**config.mk**
```make
export PLATFORM = sky130hd
export DESIGN_NAME = tt_sweep_flat
export DESIGN_NICKNAME = d
export VERILOG_FILES = /design/src/rtl/tt_sweep_if.sv /design/src/rtl/tt_sweep.sv /design/src/flat_wrapper.sv
export SDC_FILE = /design/constraint.sdc
export NUM_CORES = 1
export LEC_CHECK = 0
export BUFFER_PORTS_ARGS = -buffer_cell sky130_fd_sc_hd__buf_2
export CORE_ASPECT_RATIO = 0.7
export CORE_MARGIN = 2
export CORE_UTILIZATION = 38
export CTS_CLUSTER_SIZE = 28
export DETAILED_ROUTE_END_ITERATION = 16
export PLACE_DENSITY = 0.66
export SKIP_LAST_GASP = 1
export SLEW_MARGIN = 20
export SYNTH_ARGS = -nofsm -noshare
export SYNTH_HDL_FRONTEND = slang
export SYNTH_SLANG_ARGS = --single-unit
```
**constraint.sdc**
```tcl
create_clock -name clk -period 3.69 [get_ports clk]
set_input_delay 0.9225 -clock clk [delete_from_list [all_inputs] [get_ports clk]]
set_output_delay 0.9225 -clock clk [all_outputs]
set_load 0.005 [all_outputs]
```
**src/rtl/tt_sweep_if.sv**
```systemverilog
// tt_sweep_if: control/status bundle between a sweep requester and tt_sweep.
//
// Handshake: `start` is a level request that is honoured only on an edge where
// the sweeper is idle (busy == 0). There is no backpressure. `busy` is high
// from the accepting edge until the sweep ends. `done` is a single-cycle pulse
// that marks a completed sweep. `tt`, `ones` and `match` are status registers.
// `match` is valid from `done` and is held until the next accepted start.
interface tt_sweep_if;
    logic         start;
    logic         abort;
    logic [127:0] expected;
    logic         busy;
    logic         done;
    logic [127:0] tt;
    logic         match;
    logic [7:0]   ones;

    modport master (
        output start, abort, expected,
        input  busy, done, tt, match, ones
    );

    modport slave (
        input  start, abort, expected,
        output busy, done, tt, match, ones
    );
endinterface

```
**src/rtl/tt_sweep.sv**
```systemverilog
// tt_sweep: drives all 128 minterms of a 7-input combinational function,
// captures its response into a truth table and compares the table with an
// expected one.
// Optional feature macro: TT_SWEEP_POPCOUNT_EN. When it is defined, the
// running count of 1 bits is built. When it is not defined, `ones` is tied
// to 0.
// SETTLE (1..15) is the number of cycles each minterm is held before its
// response is sampled.
module tt_sweep #(
    parameter int unsigned SETTLE = 1
) (
    input  logic        clk,
    input  logic        rst_n,
    tt_sweep_if.slave   bus,
    input  logic        f_in,
    output logic        x0,
    output logic        x1,
    output logic        x2,
    output logic        x3,
    output logic        x4,
    output logic        x5,
    output logic        x6,
    output logic [1:0]  dbg_state
);

    typedef enum logic [1:0] {
        IDLE  = 2'd0,
        SWEEP = 2'd1,
        CHECK = 2'd2
    } state_t;

    localparam logic [3:0] SETTLE_LAST = 4'(SETTLE - 1);

    state_t       state_q, state_d;
    logic [6:0]   idx_q;
    logic [3:0]   cnt_q;
    logic [127:0] tt_q;
    logic         match_q;
    logic         done_q;
    logic         sample;
    logic [6:0]   drive;

    // The response is sampled on the last settle cycle of each minterm.
    assign sample = (state_q == SWEEP) && (cnt_q == SETTLE_LAST);

    // Next-state logic. abort wins over sweep progress, and it is ignored in IDLE.
    always_comb begin
        state_d = state_q;
        case (state_q)
            IDLE:    if (bus.start) state_d = SWEEP;
            SWEEP: begin
                if (bus.abort)                        state_d = IDLE;
                else if (sample && idx_q == 7'd127)   state_d = CHECK;
            end
            CHECK:   state_d = IDLE;
            default: state_d = IDLE;
        endcase
    end

    // State register.
    always_ff @(posedge clk or negedge rst_n) begin
        if (!rst_n) state_q <= IDLE;
        else        state_q <= state_d;
    end

    // Minterm index, settle counter, truth table, match flag and done pulse.
    always_ff @(posedge clk or negedge rst_n) begin
        if (!rst_n) begin
            idx_q   <= '0;
            cnt_q   <= '0;
            tt_q    <= '0;
            match_q <= 1'b0;
            done_q  <= 1'b0;
        end else begin
            done_q <= 1'b0;
            case (state_q)
                IDLE: begin
                    if (bus.start) begin
                        tt_q    <= '0;
                        match_q <= 1'b0;
                        idx_q   <= '0;
                        cnt_q   <= '0;
                    end
                end
                SWEEP: begin
                    if (bus.abort) begin
                        // Partial tt is kept so that the failing point can be inspected.
                        match_q <= 1'b0;
                        idx_q   <= '0;
                        cnt_q   <= '0;
                    end else if (sample) begin
                        tt_q[idx_q] <= f_in;
                        cnt_q       <= '0;
                        if (idx_q != 7'd127) idx_q <= idx_q + 7'd1;
                    end else begin
                        cnt_q <= cnt_q + 4'd1;
                    end
                end
                CHECK: begin
                    // expected is looked at only here, so it may change during SWEEP.
                    if (bus.abort) begin
                        match_q <= 1'b0;
                    end else begin
                        match_q <= (tt_q == bus.expected);
                        done_q  <= 1'b1;
                    end
                    idx_q <= '0;
                    cnt_q <= '0;
                end
                default: begin
                    idx_q <= '0;
                    cnt_q <= '0;
                end
            endcase
        end
    end

`ifdef TT_SWEEP_POPCOUNT_EN
    logic [7:0] ones_q;

    // Running count of 1 bits. The maximum of 128 fits in 8 bits, so it cannot wrap.
    always_ff @(posedge clk or negedge rst_n) begin
        if (!rst_n) begin
            ones_q <= '0;
        end else if (state_q == IDLE && bus.start) begin
            ones_q <= '0;
        end else if (sample && !bus.abort) begin
            ones_q <= ones_q + {7'd0, f_in};
        end
    end

    assign bus.ones = ones_q;
`else
    assign bus.ones = 8'd0;
`endif

    // The minterm is driven only while sweeping. At all other times it is parked at 0.
    assign drive = (state_q == SWEEP) ? idx_q : 7'd0;
    assign {x6, x5, x4, x3, x2, x1, x0} = drive;

    assign bus.busy  = (state_q != IDLE);
    assign bus.done  = done_q;
    assign bus.tt    = tt_q;
    assign bus.match = match_q;
    assign dbg_state = state_q;

endmodule

```
**src/flat_wrapper.sv**
```systemverilog
// flat-port wrapper written by rule: the top's interface ports become plain ports
module tt_sweep_flat 
#(
    parameter int unsigned SETTLE = 1
)
  (clk, rst_n, f_in, x0, x1, x2, x3, x4, x5, x6, dbg_state, bus_start, bus_abort, bus_expected, bus_busy, bus_done, bus_tt, bus_match, bus_ones);
  tt_sweep_if bus_i ();
  input  logic clk;
  input  logic rst_n;
  input  logic f_in;
  output logic x0;
  output logic x1;
  output logic x2;
  output logic x3;
  output logic x4;
  output logic x5;
  output logic x6;
  output logic [1:0] dbg_state;
  input wire logic [$bits(bus_i.start)-1:0] bus_start;
  input wire logic [$bits(bus_i.abort)-1:0] bus_abort;
  input wire logic [$bits(bus_i.expected)-1:0] bus_expected;
  output wire logic [$bits(bus_i.busy)-1:0] bus_busy;
  output wire logic [$bits(bus_i.done)-1:0] bus_done;
  output wire logic [$bits(bus_i.tt)-1:0] bus_tt;
  output wire logic [$bits(bus_i.match)-1:0] bus_match;
  output wire logic [$bits(bus_i.ones)-1:0] bus_ones;
  assign bus_i.start = bus_start;
  assign bus_i.abort = bus_abort;
  assign bus_i.expected = bus_expected;
  assign bus_busy = bus_i.busy;
  assign bus_done = bus_i.done;
  assign bus_tt = bus_i.tt;
  assign bus_match = bus_i.match;
  assign bus_ones = bus_i.ones;
  tt_sweep #(.SETTLE(SETTLE)) u_core (.clk(clk), .rst_n(rst_n), .bus(bus_i), .f_in(f_in), .x0(x0), .x1(x1), .x2(x2), .x3(x3), .x4(x4), .x5(x5), .x6(x6), .dbg_state(dbg_state));
endmodule
```
Word-level counts from Yosys, hierarchy flattened
Cells that the tools add are included.
{"block": "op_classes", "add_sub_neg": 2, "order_cmp": 2, "eq_ne": 12, "mux": 27, "reduce_logical": 12}
{"op": "128-bit two-way mux", "n": 3}
{"op": "128-bit one-hot mux with 2 select lines", "n": 1}
{"op": "128-bit bitwise mux", "n": 1}
{"op": "128-bit == test", "n": 1}
{"op": "7-bit two-way mux", "n": 5}
{"op": "7-bit one-hot mux with 2 select lines", "n": 1}
{"op": "4-bit two-way mux", "n": 3}
{"op": "7-bit by 8-bit less-than comparator with 1-bit output, second input constant", "n": 1}
{"op": "4-bit one-hot mux with 2 select lines", "n": 1}
{"op": "7-bit by 1-bit adder with 7-bit output, second input constant", "n": 1}
{"op": "1-bit demux with 7-bit select", "n": 1}
{"op": "7-bit == test, second input constant", "n": 1}
{"op": "7-bit by 1-bit greater-or-equal comparator with 1-bit output, second input constant", "n": 1}
{"op": "7-bit != test, second input constant", "n": 1}
{"op": "1-bit two-way mux", "n": 6}
{"op": "2-bit two-way mux", "n": 3}
{"op": "2-bit != test, second input constant", "n": 3}
{"op": "3-bit != test, second input constant", "n": 2}
{"op": "3-bit AND reduction", "n": 2}
{"op": "4-bit by 1-bit adder with 4-bit output, second input constant", "n": 1}
{"op": "4-bit logical NOT", "n": 1}
{"op": "2-bit one-hot mux with 2 select lines", "n": 1}
{"op": "4-bit AND reduction", "n": 1}
{"op": "2-bit nonzero test", "n": 2}
{"op": "other kinds (9)", "n": 11}
{"block": "word_totals", "register_bits": 143, "input_bits": 133, "output_inout_bits": 148, "word_cells": 61}

Logic depth before layout (Yosys ltp)
Gate-level depths: netlist (run 1).
{"block": "logic_depth", "depth_word": 8, "ltp_mapped": 9, "ltp_nobuf": 7}

Worst setup path before layout (run 1)
OpenSTA, ideal clock, no wires.
{"block": "synth_timing", "kind": "input -> register", "from": "input port bus_abort", "to": "register u_core.idx_q[6]", "setup_time_ps": 128, "t_arrival_ps": 1828, "required_time_ps": 3562, "slack_ps": 1734, "cell_stages": 5, "path_buffers": 0, "cell_sequence": "nand2b_1 o22a_1 or2_2 a41oi_1 nor2_1"}
{"block": "synth_between", "elab_chain_cells": 2, "word_cells_on_any_way": 5, "cone_classes": "2 x eq/ne; 2 x mux; 1 x reduce/logical"}
{"element": "start: declaration", "line_no": "flat_wrapper.sv:20", "text": "input wire logic [$bits(bus_i.abort)-1:0] bus_abort;"}
{"element": "3-bit by 2-bit != test with 1-bit output (no source line), or another cell as far along"}
{"element": "3-bit AND reduction (no source line) / 7-bit one-hot mux with 2 select lines (equally long branches)"}
{"element": "end signal: assignment", "line_no": "tt_sweep.sv:94", "text": "if (idx_q != 7'd127) idx_q <= idx_q + 7'd1;"}
{"element": "end: declaration", "line_no": "tt_sweep.sv:35", "text": "logic [6:0] idx_q;"}
Several ways; a longest one is shown, not always the timed one.
A chain may end at the register's enable or synchronous reset.

Worst setup path in the final report (run 1)
{"block": "layout_timing", "from": "register u_core.state_q[1], in the netlist u_core.dbg_state[1]", "to": "output port x1"}
{"block": "layout_between", "elab_chain_cells": 2}
{"element": "start: declaration", "line_no": "tt_sweep.sv:34", "text": "state_t state_q, state_d;"}
{"element": "start signal: assignment", "line_no": "tt_sweep.sv:63", "text": "else state_q <= state_d;"}
{"element": "2-bit by 1-bit == test with 1-bit output", "line_no": "tt_sweep.sv:138", "text": "assign drive = (state_q == SWEEP) ? idx_q : 7'd0;"}
{"element": "7-bit two-way mux", "line_no": "tt_sweep.sv:138"}
{"element": "end: declaration", "line_no": "flat_wrapper.sv:12", "text": "output logic x1;"}
Every way passes these cells.

==> impl_metrics.toml, run 1 <==
[clock_tree]
cts_num_sinks = 143
clk_pin_slew_ns = 0.07
cts_root_buf = "clkbuf_16"
postCtsHoldBufs = 0
cts_resized = 0
post-cts-setup-buffers = 0
cts_max_path_buffers = 2
htree_levels = 4
numCtsBuffers = 17
cts_tree = "built"
insertion_delay_ns = 0.43

[routing]
ant_nets = 0
drc = 0
wl_per_cell_um = 25.1
routed_wl_um = 36200
vias = 8608
dr.pass1.iters = 5
dr.first_iter.drc_count = 1272
routed_via_density = 5.98

[synth]
ys_ff_latch = 143
synthFlopType = "dfrtp_1"
synth-seq-area-share_pct = 43.7
syn_area_per_cell_um2 = 9.06
netlist.area_leader.share_pct = 43.7
synth_edf_count = 0
synthCells = 904
syn_area_um2 = 8190
yosysMostFrequentCell = "o21ai_0"
synthArstFlopShare_pct = 100
synth_area_leader_cell = "dfrtp_1"
ys_warn_count = 0
synthTopCellsByArea = "dfrtp_1 44%, xnor2_1 13%, o21ai_0 10%, a21oi_1 7.9%, o21ai_1 5.9%"
yosysUniqueCellTypes = 49
synth_common_cells = "163 x o21ai_0, 143 x dfrtp_1, 129 x a21oi_1, 123 x xnor2_1, 97 x o21ai_1"

[flow_run]
maxCapViolCount = 0

[sta]
fin_worst_skew_ns = 0.0136
grt_setup_unrepaired = "false"
worstMarginPinSlew_ns = 1.11
fmax_mhz = 375
maxSlewHeadroom_pct = 26.0
finalCritPeriodShare_pct = 72.3
fin_crit_ns = 2.67
final-setup-viol-count = 0
fin_hold_ws_ns = 0.454
finalHoldViolCount = 0
setup-tns-final_ns = 0
slew_violations = 0

[grt]
grt_pass1_wl_um = 52600
use_met2_pct = 45.5
gr-total-overflow = 0
globalRouteMet3Util_pct = 9.19
grt_start_max_net_pins = 61
grt_antenna_before_repair = 0
top_usage_layer = "met2"
grt_use_total_pct = 31.2
grt_pass1_vias = 7846
use_met1_pct = 45.3

[layout]
num-fill-cells = 2062
antennaDiodeCount = 0
area_growth_pct = 25.8
register_area_um2 = 3580
final_nets = 1286
drive_gt1_share_pct = 29.2
fin_util_pct = 49.2
multi_input_area_um2 = 4220

[power]
p_switching_mw = 1.19
sequentialPowerShare_pct = 38.9
power_frac_clock_pct = 44.9
power.density_nw_per_um2 = 402
ir_drop_mv = 0.284
p_int_mw = 2.95
switching_share_pct = 28.8
comb_power_share_pct = 16.2
p_leak_nw = 4.73

[setup_path]
crit_type = "register to primary output"
end_kind = "primary output"
startpoint_type = "register"
cp_max_fo = 31
cp.required_ns = 2.77
cp.arrival_ns = 1.75

[floorplanning]
ioPinCount = 281
rows = 44
die-area_um2 = 22800
core_um2 = 20900
die_h_um = 127
die_w_um = 179
initial_core_util_pct = 39.1

[placement]
place.gp.congestion = 0.940
io_buffers = 272
dp_hpwl_um = 26400

[min_path]
hp-class = "input port to async pin"

[run_status]
status = "complete, no violations"
## worst max-delay path: stages, from the launching register on
cell and delay (ns):
dfrtp_1 0.61, nand2b_4 0.48, nor2_1 0.08, buf_2 0.15
## cells in the final DEF, fill, tap and decap left out, drive strengths merged, types with 3 or more instances in the layout
master	synthesis	final
nand2	30	30
nand3	6	6
o221ai	3	3
dfrtp	143	143
ha	3	3
nor2	28	28
nand4	32	32
buf	37	285
a21oi	129	129
xor2	8	8
conb	1	8
nor3b	5	5
clkinv	0	6
nor2b	5	5
nand2b	7	7
bufinv	0	4
and2	8	8
xnor2	123	123
nor3	10	10
o21ai	260	260
clkbuf	28	20
nor4	9	9
inv	10	12
## through the flow
stage | setup slack, ns | instances | instance area, µm² | total power, mW
after floorplan | 1.73 | 911 | 8210 | 2.03
after global placement | 0.954 | 1407 | 9680 | 2.29
after detailed placement | 0.891 | 1407 | 9680 | 2.29
after CTS | 1.02 | 1439 | 10300 | 4.12
after global routing | 0.905 | 1439 | 10300 | 4.27
final | 1.02 | 1439 | 10300 | 4.14
## final timing paths
kind | from | to | slack (ns) | cells past startpoint
worst max register to register | u_core.cnt_q[0]$_DFFE_PN0N_ | u_core.bus.tt[29]$_DFFE_PN0P_ | 1.21 | 8
min in group clk | u_core.bus.tt[73]$_DFFE_PN0P_ | u_core.bus.tt[73]$_DFFE_PN0P_ | 0.56 | 2
worst min register to register | u_core.bus.tt[73]$_DFFE_PN0P_ | u_core.bus.tt[73]$_DFFE_PN0P_ | 0.56 | 2
worst max-delay path | u_core.dbg_state[1]$_DFFE_PN0P_ | x1 | 1.02 | 3
worst min-delay path | rst_n | u_core.bus.done$_DFF_PN0_ | 0.45 | 1
max in group asynchronous | rst_n | u_core.bus.tt[115]$_DFFE_PN0P_ | 2.35 | 2
## layout make-up
class                           count  area share [%]
Clock buffer                       20            4.24
Clock inverter                     12            1.77
Inverter                           10           0.365
Multi-Input combinational cell    693            41.0
Sequential cell                   143            34.8
Tap cell                          276            3.35
Timing Repair Buffer              285            14.5
## kinds of logic after synthesis
group | share of synthesized area, %
adders and majority gates | 0.459
xor gates and xnor gates | 14.0
buffers and inverters | 5.43
DFF | 43.7
other | 0.0458
and+or+nand+nor | 11.0
AOI/OAI and AO/OA | 25.4
## state kept, by name, summed over array words and instances (netlist names)
register          flops
u_core.dbg_state      2
u_core.bus.tt       128
u_core.bus.done       1
u_core.idx_q          7
u_core.cnt_q          4
u_core.bus.match      1
## per-layer routing
metal	part of all wire, %	wire [µm]
met5	0	0
met4	1.9	690
met3	12	4450
met2	43	15400
met1	43	15600
## power groups by stage
stage / clock, mW / combinational [mW] / sequential [mW]
6_report: 1.86 / 0.673 / 1.61
5_1_grt: 1.93 / 0.725 / 1.61
4_1_cts: 1.85 / 0.656 / 1.61
3_5_place_dp: 0 / 0.653 / 1.64
3_3_place_gp: 0 / 0.648 / 1.64
2_1_floorplan: 0 / 0.407 / 1.62
Power figures use the tool's default switching activity.
==> run 2, diff against run 1 <==
--- a/config.mk
+++ b/config.mk
@@ -5,13 +5,14 @@
 export SDC_FILE = /design/constraint.sdc
 export NUM_CORES = 1
 export LEC_CHECK = 0
+export ABC_AREA = 1
 export BUFFER_PORTS_ARGS = -buffer_cell sky130_fd_sc_hd__buf_2
 export CORE_ASPECT_RATIO = 0.7
 export CORE_MARGIN = 2
 export CORE_UTILIZATION = 38
 export CTS_CLUSTER_SIZE = 28
 export DETAILED_ROUTE_END_ITERATION = 16
-export PLACE_DENSITY = 0.66
+export PLACE_DENSITY = 0.67
 export SKIP_LAST_GASP = 1
 export SLEW_MARGIN = 20
 export SYNTH_ARGS = -nofsm -noshare
==> constraint.sdc (replaced) <==
create_clock -name clk -period 2.15 [get_ports clk]
set_input_delay 0.5375 -clock clk [delete_from_list [all_inputs] [get_ports clk]]
set_output_delay 0.5375 -clock clk [all_outputs]
set_load 0.005 [all_outputs]
==> impl_metrics.toml, run 2 <==
[setup_path]
r2r_cells = 8
critical_path.slowest_cell = "dfrtp_2"
startpoint_type = "register"
crit_path_max_incr_delay_ns = 0.45
regToRegSetupSlack_ns = 0.15
cp.arrival_ns = 1.51
cp.required_ns = 1.61
cp_cell_sequence = "inv_2 > nand2_4 > buf_6 > nor2_4 > buf_2"
crit_type = "register to primary output"
end_kind = "primary output"
cp_max_fo = 13

[synth]
syn_area_um2 = 9700
synthTopCellsByArea = "dfrtp_1 37%, nand2_1 14%, inv_1 9.5%, nor2_1 7.9%, o31ai_2 6.1%"
netlist.area_leader.share_pct = 36.9
synth-seq-area-share_pct = 36.9
synthFlopType = "dfrtp_1"
synth_common_cells = "354 x nand2_1, 246 x inv_1, 205 x nor2_1, 143 x dfrtp_1, 80 x o21ai_0"
yosysUniqueCellTypes = 34
syn_area_per_cell_um2 = 6.93
yosysMostFrequentCell = "nand2_1"
synth_edf_count = 0
synthCells = 1400
ys_ff_latch = 143
synth_area_leader_cell = "dfrtp_1"
ys_warn_count = 0
synthArstFlopShare_pct = 100

[sta]
maxSlewHeadroom_pct = 55.8
fin_ws_ns = 0.0985
fin_hold_ws_ns = 0.0715
finalHoldViolCount = 0
grt_setup_unrepaired = "false"
worstMarginPinSlew_ns = 0.662
setup-tns-final_ns = 0
fin_crit_ns = 2.05
finalCritPeriodShare_pct = 95.4
fin_worst_skew_ns = 0.0138
final-setup-viol-count = 0
fmax_mhz = 487
slew_violations = 0

[layout]
area_growth_pct = 24.2
num-fill-cells = 2508
antennaDiodeCount = 0
layout_commonest_cell = "nand2_1"
final_nets = 1788
design_area_um2 = 12100
register_area_um2 = 3580
largest_reg_flops = 128
drive_gt1_share_pct = 23.7
multi_input_area_um2 = 4830
layout_common_cells = "354 x nand2_1, 271 x buf_2, 245 x inv_1"

[clock_tree]
cts_tree = "built"
cts_max_path_buffers = 2
clk_pin_slew_ns = 0.06
cts_num_sinks = 143
numCtsBuffers = 17
insertion_delay_ns = 0.43
htree_levels = 4
cts_root_buf = "clkbuf_16"

[floorplanning]
rows = 48
ioPinCount = 281
die_h_um = 138
core_um2 = 24900
initial_core_util_pct = 39.0
die_w_um = 195
die-area_um2 = 26800

[routing]
dr.pass1.iters = 5
routed_via_density = 4.89
wl_per_cell_um = 16.3
dr.first_iter.drc_count = 770
ant_nets = 0
drc = 0
routed_wl_um = 32400
vias = 9734

[power]
p_leak_nw = 6.10
power.density_nw_per_um2 = 778
finalPower_mw = 9.38
ir_drop_mv = 0.643

[grt]
grt_use_total_pct = 23.8
gr-total-overflow = 0
grt_antenna_before_repair = 0
grt_pass1_vias = 8711
grt_pass1_wl_um = 49600
grt_start_max_net_pins = 74

[placement]
dp_hpwl_um = 23300
place.gp.congestion = 0.835
postPlaceCellArea_um2 = 11400
dp_worst_setup_slack_ns = 0.190
io_buffers = 272

[run_status]
status = "complete, no violations"

[min_path]
hp-class = "input port to async pin"

[flow_run]
maxCapViolCount = 0
[run 2: area by class of cell]
class                      instances  area share (%)
multi-input combinational        938            40.1
sequential                       143            29.7
timing repair buffer             299            14.0
inverter                         253            7.88
clock buffer                      19            3.59
tap                              325            3.37
clock inverter                    13            1.34
[run 2: per-stage QoR]
stage,util [%],cells
2_1_floorplan,-,1407
3_3_place_gp,46.0,1956
3_5_place_dp,46.0,1956
4_1_cts,48.5,1990
5_1_grt,48.5,1990
6_report,48.5,1990
[run 2: worst max-delay path, delay by kind of cell, from the launching register on]
family                 cells  cell delay (ns)
flip-flops                 1             0.45
buffers and inverters      3             0.41
AND/OR/NAND/NOR            2             0.23
[run 2: timing repair]
| action | CTS | global route |
|---|---|---|
| endpoints found under the setup margin | 3 | 3 |
| setup buffers | 2 | 0 |
| endpoints found under the hold margin | 0 | 0 |
| hold buffers | 0 | 0 |
| resized for setup | 3 | 3 |
[run 2: kinds of logic (layout without fill, tap and decap cells)]
kind of cell | after synthesis | after routing | synth area share (%)
AND/OR/NAND/NOR | 594 | 594 | 23.8
buffers and inverters | 326 | 584 | 13.9
flip-flops | 143 | 143 | 36.9
XOR/XNOR | 61 | 61 | 5.51
AO/OA/AOI/OAI | 272 | 272 | 19.5
other | 1 | 8 | 0.0386
adder cells (fa/ha/maj) | 3 | 3 | 0.387
[run 2: worst paths after layout]
path                                                 startpoint                             end
max in group asynchronous                                 rst_n   u_core.bus.tt[45]$_DFFE_PN0P_
min in group clk                  u_core.bus.tt[82]$_DFFE_PN0P_   u_core.bus.tt[82]$_DFFE_PN0P_
worst max-delay path            u_core.dbg_state[1]$_DFFE_PN0P_                              x2
worst min register to register    u_core.bus.tt[82]$_DFFE_PN0P_   u_core.bus.tt[82]$_DFFE_PN0P_
worst max register to register      u_core.cnt_q[0]$_DFFE_PN0N_  u_core.bus.tt[105]$_DFFE_PN0P_
worst min-delay path                                      rst_n   u_core.bus.tt[37]$_DFFE_PN0P_
[run 2: per-layer routing]
| metal | GRT usage (%) | wire, µm | share of wire, % | vias to the layer above |
|---|---|---|---|---|
| li1 | - | - | - | 4846 |
| met1 | 35.5 | 15700 | 48 | 4538 |
| met2 | 36.7 | 14400 | 44 | 337 |
| met3 | 3.87 | 2080 | 6.4 | 13 |
| met4 | 4.07 | 221 | 0.68 | 0 |
| met5 | 0 | 0 | 0 | - |
[run 2: power breakdown]
part           switching (mW)  total [mW]  internal, mW
combinational            2.42        3.48          1.05
clock                    1.23        3.06          1.83
sequential             0.0819        2.84          2.76
total                    3.73        9.38          5.64
